--- config.mk ---
export PLATFORM = sky130hd
export DESIGN_NAME = hsid_mse_gen
export DESIGN_NICKNAME = d
export VERILOG_FILES = /design/src/rtl/hsid_pkg.sv /design/src/rtl/hsid_div.sv /design/src/rtl/hsid_mse_gen.sv
export SDC_FILE = /design/constraint.sdc
export NUM_CORES = 1
export LEC_CHECK = 0
export BUFFER_PORTS_ARGS = -buffer_cell sky130_fd_sc_hd__clkbuf_2
export CORE_UTILIZATION = 55
export DETAILED_ROUTE_END_ITERATION = 8
export GPL_ROUTABILITY_DRIVEN = 1
export PLACE_DENSITY = 0.77
export SYNTH_ARGS = -nofsm -noshare
export SYNTH_HDL_FRONTEND = slang
export SYNTH_SLANG_ARGS = --single-unit
export TNS_END_PERCENT = 10
--- constraint.sdc ---
create_clock -name clk -period 9.5 [get_ports clk]
set_clock_uncertainty 0.2 [all_clocks]
set_input_delay 1.9 -clock clk [delete_from_list [all_inputs] [get_ports clk]]
set_output_delay 1.9 -clock clk [all_outputs]
set_load 0.05 [all_outputs]
--- src/rtl/hsid_pkg.sv ---
// Shared HSID constants and the MSE generator state type.
// The state list depends on the HSID_MSE_DIV_EN macro: the DIV state
// exists only when the serial divider is built.
package hsid_pkg;

   localparam int unsigned HSID_WORD_WIDTH      = 32;
   localparam int unsigned HSID_DATA_WIDTH      = 16;
   localparam int unsigned HSID_MAX_BANDS       = 16;
   localparam int unsigned HSID_MAX_HSP_LIBRARY = 16;

`ifdef HSID_MSE_DIV_EN
   typedef enum logic [1:0] {
      IDLE = 2'd0,
      ACC  = 2'd1,
      DIV  = 2'd2,
      OUT  = 2'd3
   } hsid_mse_gen_state_t;
`else
   typedef enum logic [1:0] {
      IDLE = 2'd0,
      ACC  = 2'd1,
      OUT  = 2'd3
   } hsid_mse_gen_state_t;
`endif

endpackage

--- src/rtl/hsid_div.sv ---
// Serial restoring divider producing one quotient bit per clock.
// start loads the operands. After WIDTH step cycles, done pulses for one
// cycle and quotient holds dividend/divisor, truncated toward zero.
// abort cancels a division that is running.
module hsid_div #(
   parameter int unsigned WIDTH = 36
) (
   input  logic             clk,
   input  logic             rst_n,
   input  logic             abort,
   input  logic             start,
   input  logic [WIDTH-1:0] dividend,
   input  logic [WIDTH-1:0] divisor,
   output logic             done,
   output logic [WIDTH-1:0] quotient
);

   localparam int unsigned STEP_W = $clog2(WIDTH + 1);

   logic [WIDTH-1:0]  rem;
   logic [WIDTH-1:0]  den;
   logic [STEP_W-1:0] steps;
   logic              running;
   logic [WIDTH:0]    trial;
   logic              fits;

   // The dividend's next bit is shifted into the remainder, then the trial subtraction is tested.
   always_comb begin
      trial = {rem, quotient[WIDTH-1]};
      fits  = (trial >= {1'b0, den});
   end

   // One restoring step per cycle. The quotient register also acts as the dividend shifter.
   always_ff @(posedge clk or negedge rst_n) begin
      if (!rst_n) begin
         rem      <= '0;
         den      <= '0;
         quotient <= '0;
         steps    <= '0;
         running  <= 1'b0;
         done     <= 1'b0;
      end else if (abort) begin
         running <= 1'b0;
         done    <= 1'b0;
      end else if (start) begin
         rem      <= '0;
         den      <= divisor;
         quotient <= dividend;
         steps    <= STEP_W'(WIDTH);
         running  <= 1'b1;
         done     <= 1'b0;
      end else if (running) begin
         rem      <= fits ? WIDTH'(trial - {1'b0, den}) : trial[WIDTH-1:0];
         quotient <= {quotient[WIDTH-2:0], fits};
         steps    <= steps - 1'b1;
         if (steps == STEP_W'(1)) begin
            running <= 1'b0;
            done    <= 1'b1;
         end else begin
            done <= 1'b0;
         end
      end else begin
         done <= 1'b0;
      end
   end

endmodule

--- src/rtl/hsid_mse_gen.sv ---
// Mean squared error generator. It accumulates (a-b)^2 over the bands of
// one vector and emits a single-cycle result strobe with the library ref.
// Optional feature macro: HSID_MSE_DIV_EN.
//   Defined:   the result is sum/count from hsid_div.
//   Undefined: the result is the raw sum, saturated to WORD_WIDTH bits.
module hsid_mse_gen
   import hsid_pkg::*;
#(
   parameter  int unsigned WORD_WIDTH            = HSID_WORD_WIDTH,
   parameter  int unsigned DATA_WIDTH            = HSID_DATA_WIDTH,
   parameter  int unsigned HSI_BANDS             = HSID_MAX_BANDS,
   parameter  int unsigned HSI_LIBRARY_SIZE      = HSID_MAX_HSP_LIBRARY,
   localparam int unsigned HSI_LIBRARY_SIZE_ADDR = $clog2(HSI_LIBRARY_SIZE)
) (
   input  logic                             clk,
   input  logic                             rst_n,
   input  logic                             clear,
   input  logic                             element_valid,
   output logic                             element_ready,
   input  logic                             element_last,
   input  logic [DATA_WIDTH-1:0]            element_a,
   input  logic [DATA_WIDTH-1:0]            element_b,
   input  logic [HSI_LIBRARY_SIZE_ADDR-1:0] element_ref,
   output logic                             mse_out_valid,
   output logic [WORD_WIDTH-1:0]            mse_out_value,
   output logic [HSI_LIBRARY_SIZE_ADDR-1:0] mse_out_ref,
   output logic                             busy
);

   localparam int unsigned ACC_WIDTH = 2 * DATA_WIDTH + $clog2(HSI_BANDS);
   localparam int unsigned CNT_WIDTH = $clog2(HSI_BANDS + 1);
   localparam logic [WORD_WIDTH-1:0] WORD_MAX = '1;

   hsid_mse_gen_state_t              state;
   logic [ACC_WIDTH-1:0]             sum;
   logic [CNT_WIDTH-1:0]             count;
   logic [HSI_LIBRARY_SIZE_ADDR-1:0] ref_q;

   logic signed [DATA_WIDTH:0]       diff;
   logic signed [2*DATA_WIDTH+1:0]   sq_full;
   logic [ACC_WIDTH-1:0]             sum_next;
   logic [CNT_WIDTH-1:0]             count_inc;
   logic                             hs;
   logic                             vec_end;

   function automatic logic [WORD_WIDTH-1:0] sat(input logic [ACC_WIDTH-1:0] x);
      if (x > ACC_WIDTH'(WORD_MAX)) return WORD_MAX;
      return x[WORD_WIDTH-1:0];
   endfunction

   // Handshake qualification and the per-band square term.
   always_comb begin
      diff      = $signed({1'b0, element_a}) - $signed({1'b0, element_b});
      sq_full   = diff * diff;
      sum_next  = sum + ACC_WIDTH'(sq_full);
      count_inc = count + 1'b1;
      hs        = element_valid && element_ready && !clear;
      vec_end   = element_last || (count_inc == CNT_WIDTH'(HSI_BANDS));
   end

   // The ready and busy outputs are decoded directly from the state register.
   always_comb begin
      element_ready = (state == IDLE) || (state == ACC);
      busy          = (state != IDLE);
   end

`ifdef HSID_MSE_DIV_EN
   logic                 div_done;
   logic [ACC_WIDTH-1:0] div_quot;

   // The divider loads on the edge that accepts the final band.
   // It therefore takes the updated sum and count directly.
   hsid_div #(.WIDTH(ACC_WIDTH)) u_div (
      .clk      (clk),
      .rst_n    (rst_n),
      .abort    (clear),
      .start    (hs && vec_end),
      .dividend (sum_next),
      .divisor  (ACC_WIDTH'(count_inc)),
      .done     (div_done),
      .quotient (div_quot)
   );
`endif

   // Control FSM: accumulate, optionally divide, then emit one result strobe.
   always_ff @(posedge clk or negedge rst_n) begin
      if (!rst_n) begin
         state         <= IDLE;
         sum           <= '0;
         count         <= '0;
         ref_q         <= '0;
         mse_out_valid <= 1'b0;
         mse_out_value <= '0;
         mse_out_ref   <= '0;
      end else begin
         mse_out_valid <= 1'b0;
         if (clear) begin
            state <= IDLE;
            sum   <= '0;
            count <= '0;
         end else begin
            case (state)
               IDLE, ACC: begin
                  if (hs) begin
                     sum   <= sum_next;
                     count <= count_inc;
                     if (count == '0) ref_q <= element_ref;
                     if (vec_end) begin
`ifdef HSID_MSE_DIV_EN
                        state <= DIV;
`else
                        state         <= OUT;
                        mse_out_valid <= 1'b1;
                        mse_out_value <= sat(sum_next);
                        mse_out_ref   <= (count == '0) ? element_ref : ref_q;
`endif
                     end else begin
                        state <= ACC;
                     end
                  end
               end
`ifdef HSID_MSE_DIV_EN
               DIV: begin
                  if (div_done) begin
                     state         <= OUT;
                     mse_out_valid <= 1'b1;
                     mse_out_value <= sat(div_quot);
                     mse_out_ref   <= ref_q;
                  end
               end
`endif
               OUT: begin
                  state <= IDLE;
                  sum   <= '0;
                  count <= '0;
               end
               default: state <= IDLE;
            endcase
         end
      end
   end

endmodule

==> results of run 1 <==
## how the worst min path moves through the flow
stage	start	slack, ns	endpoint	depth (start not counted)
final	sum[28]	0.30	sum[28]	1
after detailed placement	sum[0]	0.29	sum[0]	1
after CTS	ref_q[1]	0.31	ref_q[1]	1
after global routing	sum[28]	0.32	sum[28]	1
after floorplan	sum[33]	0.26	sum[33]	2
after global placement	state[0]	0.28	state[0]	1
## metrics by stage
| stage | setup TNS (ns) | hold slack [ns] | instance area, um^2 |
|---|---|---|---|
| 2_1_floorplan | -77.97 | 0.256 | 16100 |
| 3_3_place_gp | -106.92 | 0.282 | 19500 |
| 3_5_place_dp | -117.53 | 0.292 | 19500 |
| 4_1_cts | -85.93 | 0.306 | 20200 |
| 5_1_grt | -111.92 | 0.318 | 20900 |
| 6_report | -91.11 | 0.304 | 20900 |
## worst reg2reg max path: cells and delay by family (launching register included)
family	cells	cell delay, ns
flops	1	0.40
compound gates	6	1.10
simple gates	2	0.67
mux	1	0.30
buf+inv	4	0.57
fa+ha+maj	1	0.37
## layout by cell type (no fill, tap or decap), types with 32 or more instances in the layout
cell type,instances
ha_1,132
dfrtp_1,84
a22o_1,32
nand2_1,122
clkbuf_2,75
nor2_1,181
a21oi_1,53
xnor2_1,46
buf_4,376
inv_1,343
fa_1,262
a21o_1,36
## timing repair
item | in CTS | in global routing
resized for setup | 54 | 97
pin swaps | 33 | 65
gates cloned | 2 | 3
endpoints found under the setup margin | 55 | 57
setup buffers | 11 | 29
## cell families (layout without fill, tap and decap cells)
group	Yosys count	count (layout)	synth area share, %
AOI/OAI and AO/OA	316	316	15.0
xor gates and xnor gates	85	85	4.66
adders and majority gates	411	411	44.9
buffers and inverters	409	850	9.83
DFF	84	84	13.2
muxes	10	10	0.745
other	0	1	0
and+or+nand+nor	429	429	11.7
## Yosys cell counts (7+ instances only)
master    number
dfrtp_1       84
a21oi_1       67
nand2_1      129
nor2_1       199
nand4_1       10
o21a_1        14
or2_2          7
a31oi_2       30
nand2b_1      11
inv_1        353
o21ai_0       38
a211o_1        8
a21o_1        36
o211ai_1       7
nor3_1        11
xnor2_1       53
a31oi_1       12
ha_1         142
xor2_1        32
o21bai_1       7
a211oi_1       9
or3_1          9
nand3_1       11
fa_1         269
and2_1        13
a22o_1        32
nor2b_1        7
clkbuf_1      42
## metal layers
metal | routed length (um) | up-vias | part of all wire [%]
met2 | 22700 | 407 | 54
met5 | 0 | - | 0
met3 | 2120 | 130 | 5.0
li1 | - | 6469 | -
met4 | 1500 | 0 | 3.5
met1 | 16100 | 7063 | 38
## sequential cells by signal, summed over array words and instances (netlist names)
| name | count |
|---|---|
| sum | 36 |
| mse_out_value | 32 |
| count | 5 |
| mse_out_ref | 4 |
| ref_q | 4 |
| state | 2 |
| mse_out_valid | 1 |
## final cells by class
class,instances,share of cell area [%]
Tap cell,384,2.30
Multi-Input combinational cell,1251,62.4
Clock buffer,10,1.15
Sequential cell,84,10.1
Antenna cell,1,0.0120
Clock inverter,6,0.336
Timing Repair Buffer,475,17.2
Inverter,359,6.52
==> impl_metrics.toml, run 1 <==
[outcome]
status = "complete, but fails checks"
violations = "negative setup slack"

[worst_setup_path]
worstPathRequired_ns = 9.52
cp_max_fo = 8
crit_path_end_kind = "flop"
reg2reg_to = "mse_out_value[21]"
arrival_ns = 11.63
crit_top_cell = "fa_1"
start_kind = "primary input"
crit_end = "mse_out_value[21]"
crit_slowest_cell = "fa_1"
crit_cells = 46
worstReg2RegStart = "sum[2]"
rr_worst_depth = 14
rrSetupSlack_ns = 5.78
cp_top_family = "adder cells"
critPathKind = "in2reg"
crit_start = "element_a[0]"
slowest_delay_ns = 0.58
critPathBufInv = 12

[min_path]
hold_class = "reg2reg"

[placed_design]
dp_hpwl_um = 33600
place_worst_setup_slack_ns = -2.61
place_inst = 2512
place_congestion = 0.928
portBuffers = 79

[grt]
antenna_found_initial = 0
gr-usage-met2_pct = 52.8
grtUsageTotal_pct = 28.5
grt_pass1_vias = 14650
grt_pass1_wl_um = 66800
busiest_layer = "met2"
met3_usage_pct = 4.12
overflow = 0
grtUsageMet1_pct = 33.3
grt_start_max_net_pins = 85

[sta]
setup_viol = 54
max_freq_mhz = 86.1
relSlewSlack_pct = 29.5
setup_ws_ns = -2.11
min_period_ns = 11.61
rsz0062_at_grt = "true"
slew_violations = 0
hold_viol = 0
min_period_over_period_pct = 122
worst_slew_pin_slew_ns = 1.06

[finish]
multi_input_area_mm2 = 0.0130
fillCellCount = 1947
syn_to_final_growth_pct = 30.7
final_util_pct = 72.9
seq_area_mm2 = 0.00210
drive_gt1_share_pct = 30.8
nets = 2632
layoutNonFillerInstCount = 2570

[route]
ant_nets = 0
firstDrtPassIters = 6
wirelength_um = 42400
via_count = 14069
drc = 0
drt-initial-drc-count = 755
vias_per_cell = 5.47
wire_per_inst_um = 16.5

[floorplanning]
initial_core_util_pct = 55.8
die_w_um = 172
die_area_mm2 = 0.0297
coreArea_mm2 = 0.0286
die_h_um = 172
num_io_pins = 80
row_count = 62

[clock_tree]
clock_latency_ns = 0.35
clk_pin_slew_ns = 0.07
numCtsBuffers = 9
tritoncts = "done"
cts.sinks = 84
htreeDepth = 3
cts_hold_buf = 0
clockBufferDepth = 2
root_buffer = "clkbuf_16"

[synthesis]
synth_cells = 1744
yosysTopAreaCell = "fa_1"
synth_flop_cell = "dfrtp_1"
yosysTopAreaCellShare_pct = 33.7
seq_area_frac_synth_pct = 13.2
async_reset_ff_share_pct = 100
synth_edf_count = 0
syn_area_per_cell_um2 = 9.15
synthTopCellsByArea = "fa_1, dfrtp_1, ha_1"
yosysWarnings = 0
syn_area_mm2 = 0.0160
synthesis.nets = 2196
synth-seq-cells = 84
ys_types = 80

[run]
cap_viol_max_count = 0
Power of run 1 is left out: the tool's default activity adds up to more than one toggle a clock period on the data nets, which glitch-free logic cannot reach.
==> inputs of run 2 (changes only) <==
CORE_ASPECT_RATIO = 0.75   (was default)
clock period = 11.7 ns   (was 9.5 ns; I/O delays follow)
==> run 2 against run 1 <==
Effect of this change: critical path type unchanged; register-to-register slack gained 2.2 ns; largest cell class unchanged; the run still ends with negative setup slack left; final area shrank 3.4%; non-clock buffer count shrank 77; first-iteration DRC count grew 16%; critical path depth shrank 1; utilization shrank 1.6 points; die area is essentially flat; count of clock-buffer cells in the layout grew 1.
==> impl_metrics.toml, run 2 (same netlist as run 1, synthesis figures left out) <==
[outcome]
status = "complete, but fails checks"
violations = "negative setup slack"

[route]
ant_nets = 0
drc = 0
wire_per_inst_um = 16.9
drt-initial-drc-count = 873
wirelength_um = 42100
via_count = 13706
vias_per_cell = 5.50
firstDrtPassIters = 5

[worst_setup_path]
crit_slowest_cell = "fa_1"
reg2reg_to = "mse_out_value[26]"
arrival_ns = 12.06
critPathKind = "in2reg"
slowest_delay_ns = 0.51
crit_path_end_kind = "flop"
rrSetupSlack_ns = 7.94
worstPathRequired_ns = 11.76
worstReg2RegStart = "sum[2]"
crit_top_cell = "buf_4"
rr_worst_depth = 14
cp_max_fo = 9
start_kind = "primary input"

[min_path]
hold_class = "reg2reg"
min_path_cells = 1
hp-start = "sum[31]"
min_delay_worst_endpoint = "sum[31]"

[floorplanning]
die_h_um = 150
num_io_pins = 80
die_w_um = 199
coreArea_mm2 = 0.0282
initial_core_util_pct = 56.5
die_area_mm2 = 0.0297
row_count = 53

[finish]
mostFrequentLayoutCells = "inv_1, buf_4, fa_1, nor2_1, ha_1"
drive_gt1_share_pct = 26.5
final_util_pct = 71.3
nets = 2555
largest_registers = "sum: 36 flops, mse_out_value: 32 flops, count: 5 flops"
final_common_cell = "inv_1"
fillCellCount = 2059
multi_input_area_mm2 = 0.0128
fin_area_mm2 = 0.0201
syn_to_final_growth_pct = 26.2
seq_area_mm2 = 0.00210
largest-register = "sum"
antennaDiodeCount = 0
largest_reg_flops = 36

[grt]
grtUsageTotal_pct = 28.8
grt_pass1_vias = 14373
grt_pass1_wl_um = 67900
grt_start_max_net_pins = 85
antenna_found_initial = 0
overflow = 0

[sta]
min_period_ns = 11.99
setup_ws_ns = -0.295
max_freq_mhz = 83.4
rsz0062_at_grt = "true"
worst_slew_pin_slew_ns = 1.06
relSlewSlack_pct = 29.2
hold_slack_ns = 0.312
setup_viol = 34
slew_violations = 0
hold_viol = 0
min_period_over_period_pct = 103

[placed_design]
portBuffers = 79
place_worst_setup_slack_ns = -0.927
place_area_mm2 = 0.0190
dp_hpwl_um = 33600
place_congestion = 0.923

[run]
cap_viol_max_count = 0

[clock_tree]
cts_hold_buf = 0
clock_latency_ns = 0.34
cts.sinks = 84
tritoncts = "done"
clockBufferDepth = 2
numCtsBuffers = 9
clk_pin_slew_ns = 0.06
root_buffer = "clkbuf_16"
htreeDepth = 3
==> run 2: layout make-up <==
type | instances | share of cell area (%)
clock buffers | 11 | 1.25
clock inverters | 5 | 0.528
inverters | 359 | 6.76
multi-input cells | 1251 | 63.4
flip-flops and latches | 84 | 10.4
well taps | 385 | 2.39
repair buffers | 398 | 15.2
==> run 2: critical path: cells and delay by family <==
family	cells	cell delay (ns)
AOI/OAI and AO/OA	16	3.15
xor gates and xnor gates	2	0.26
adders and majority gates	9	3.61
buffers and inverters	11	1.75
and+or+nand+nor	7	0.94
==> run 2: what timing repair did <==
action / 4_1_cts / 5_1_grt
endpoints found under the setup margin: 38 / 40
pin swaps: 33 / 18
resized for setup: 39 / 50
buffers inserted: 12 / 11
cloned: 5 / 2
==> run 2: stage by stage <==
| step | std cells | setup TNS (ns) |
|---|---|---|
| after floorplan | 1744 | -3.08 |
| after global placement | 2449 | -24.65 |
| after detailed placement | 2449 | -33.27 |
| after CTS | 2482 | -6.77 |
| after global routing | 2493 | -19.47 |
| final | 2493 | -7.06 |
==> run 2: per-layer routing <==
metal | track usage [%] | up-vias | share of wire, %
met3 | 4.08 | 67 | 5.9
met1 | 37.5 | 6919 | 42
met5 | 0 | - | 0
met2 | 51.1 | 411 | 51
met4 | 5.77 | 0 | 1.6
li1 | - | 6309 | -
==> run 2: worst max-delay path by stage <==
stage	start	end	slack, ns	cells past startpoint
2_1_floorplan	element_a[0]	mse_out_value[0]	-0.10	44
3_5_place_dp	element_a[0]	mse_out_value[13]	-0.93	43
5_1_grt	element_a[0]	mse_out_value[18]	-0.62	45
3_3_place_gp	element_a[0]	mse_out_value[9]	-0.71	42
4_1_cts	element_a[0]	mse_out_value[21]	-0.26	47
6_report	element_b[1]	mse_out_value[14]	-0.29	45
Power of run 2 is left out for the same reason.
==> inputs of run 3 (changes only) <==
CORE_ASPECT_RATIO = 1.2   (was 0.75)
==> run 3 against run 2 <==
Effect of this change: the flow still finishes with violations (negative setup slack); non-clock buffer count increased by 3; fmax grew 0.43%; flip-flop and latch count did not move; utilization down 0.48 points; count of clock-buffer cells in the layout unchanged.
==> impl_metrics.toml, run 3 (same netlist as run 1, synthesis figures left out) <==
[outcome]
status = "complete, but fails checks"
violations = "negative setup slack"

[worst_setup_path]
rrSetupSlack_ns = 8.14
start_kind = "primary input"
slowest_delay_ns = 0.56
rr_worst_depth = 12
worstPathRequired_ns = 11.71
crit_start = "element_a[0]"
reg2reg_to = "mse_out_value[25]"
worstReg2RegStart = "sum[2]"
crit_top_cell = "fa_1"
critPathKind = "in2reg"
crit_path_end_kind = "flop"
arrival_ns = 11.96
crit_end = "mse_out_value[25]"
cp_max_fo = 7
crit_slowest_cell = "or4_4"

[finish]
drive_gt1_share_pct = 26.4
largest_registers = "sum: 36 flops, mse_out_value: 32 flops, count: 5 flops"
largest_reg_flops = 36
antennaDiodeCount = 0
mostFrequentLayoutCells = "inv_1, buf_4, fa_1, nor2_1, ha_1"
fillCellCount = 2063
nets = 2558
final_common_cell = "inv_1"
syn_to_final_growth_pct = 25.4
largest-register = "sum"
final_util_pct = 70.8

[route]
wirelength_um = 42000
vias_per_cell = 5.49
ant_nets = 0
drt-initial-drc-count = 803
firstDrtPassIters = 5
wire_per_inst_um = 16.9
drc = 0
via_count = 13660

[sta]
setup_viol = 33
hold_slack_ns = 0.298
hold_viol = 0
min_period_over_period_pct = 102
rsz0062_at_grt = "true"
slew_violations = 0
worst_slew_pin_slew_ns = 1.09
setup_ws_ns = -0.244
min_period_ns = 11.94
max_freq_mhz = 83.7
relSlewSlack_pct = 27.4

[grt]
overflow = 0
grt_start_max_net_pins = 85
grt_pass1_vias = 14752
antenna_found_initial = 0
grt_pass1_wl_um = 69300
grtUsageTotal_pct = 29.7

[floorplanning]
coreArea_mm2 = 0.0283
row_count = 67
initial_core_util_pct = 56.5
die_h_um = 189
num_io_pins = 80
die_w_um = 158
die_area_mm2 = 0.0297

[clock_tree]
cts_hold_buf = 0
cts.sinks = 84
numCtsBuffers = 9
htreeDepth = 3
root_buffer = "clkbuf_16"
clk_pin_slew_ns = 0.06
tritoncts = "done"
clock_latency_ns = 0.34
clockBufferDepth = 2

[placed_design]
place_worst_setup_slack_ns = -0.867
dp_hpwl_um = 33900
portBuffers = 79
place_congestion = 0.893

[min_path]
hold_class = "reg2reg"

[run]
cap_viol_max_count = 0
run 3: worst min-delay path by stage:
stage / end / startpoint / cells after the start
2_1_floorplan: sum[33] / sum[33] / 2
3_3_place_gp: sum[33] / sum[33] / 2
3_5_place_dp: sum[34] / sum[34] / 2
4_1_cts: sum[34] / sum[34] / 2
5_1_grt: ref_q[0] / ref_q[0] / 1
6_report: sum[34] / sum[34] / 2
run 3: timing repair:
action / in CTS / in global routing
setup endpoints to repair: 36 / 42
resized for setup: 44 / 46
pin swaps: 42 / 43
cloned: 4 / 2
buffers inserted: 17 / 10
run 3: layout make-up:
type / instances / area, um^2 / share of cell area [%]
Multi-Input combinational cell: 1251 / 12700 / 63.6
Clock buffer: 11 / 233 / 1.16
Tap cell: 379 / 474 / 2.37
Timing Repair Buffer: 401 / 3050 / 15.2
Clock inverter: 4 / 51.3 / 0.256
Sequential cell: 84 / 2100 / 10.5
Inverter: 359 / 1370 / 6.83
run 3: critical path: cells and delay by family:
kind | cells | cell delay (ns)
adders and majority gates | 10 | 3.86
AOI/OAI and AO/OA | 11 | 2.19
buffers and inverters | 15 | 1.66
and+or+nand+nor | 8 | 1.44
muxes | 1 | 0.32
xor gates and xnor gates | 1 | 0.12
run 3: layer usage:
layer	vias to the layer above	share of wire [%]	GRT usage, %
li1	6313	-	-
met2	380	53	53.9
met3	128	4.8	3.82
met5	-	0	0
met1	6839	37	34.7
met4	0	4.8	12.7
run 3: through the flow:
| stage | cell area, um^2 | setup TNS (ns) | std cells |
|---|---|---|---|
| after floorplan | 16100 | -3.08 | 1744 |
| after global placement | 19000 | -23.05 | 2441 |
| after detailed placement | 19000 | -30.43 | 2441 |
| after CTS | 19700 | -5.04 | 2477 |
| after global routing | 20000 | -18.40 | 2489 |
| final | 20000 | -6.52 | 2489 |
Power of run 3 is left out for the same reason.
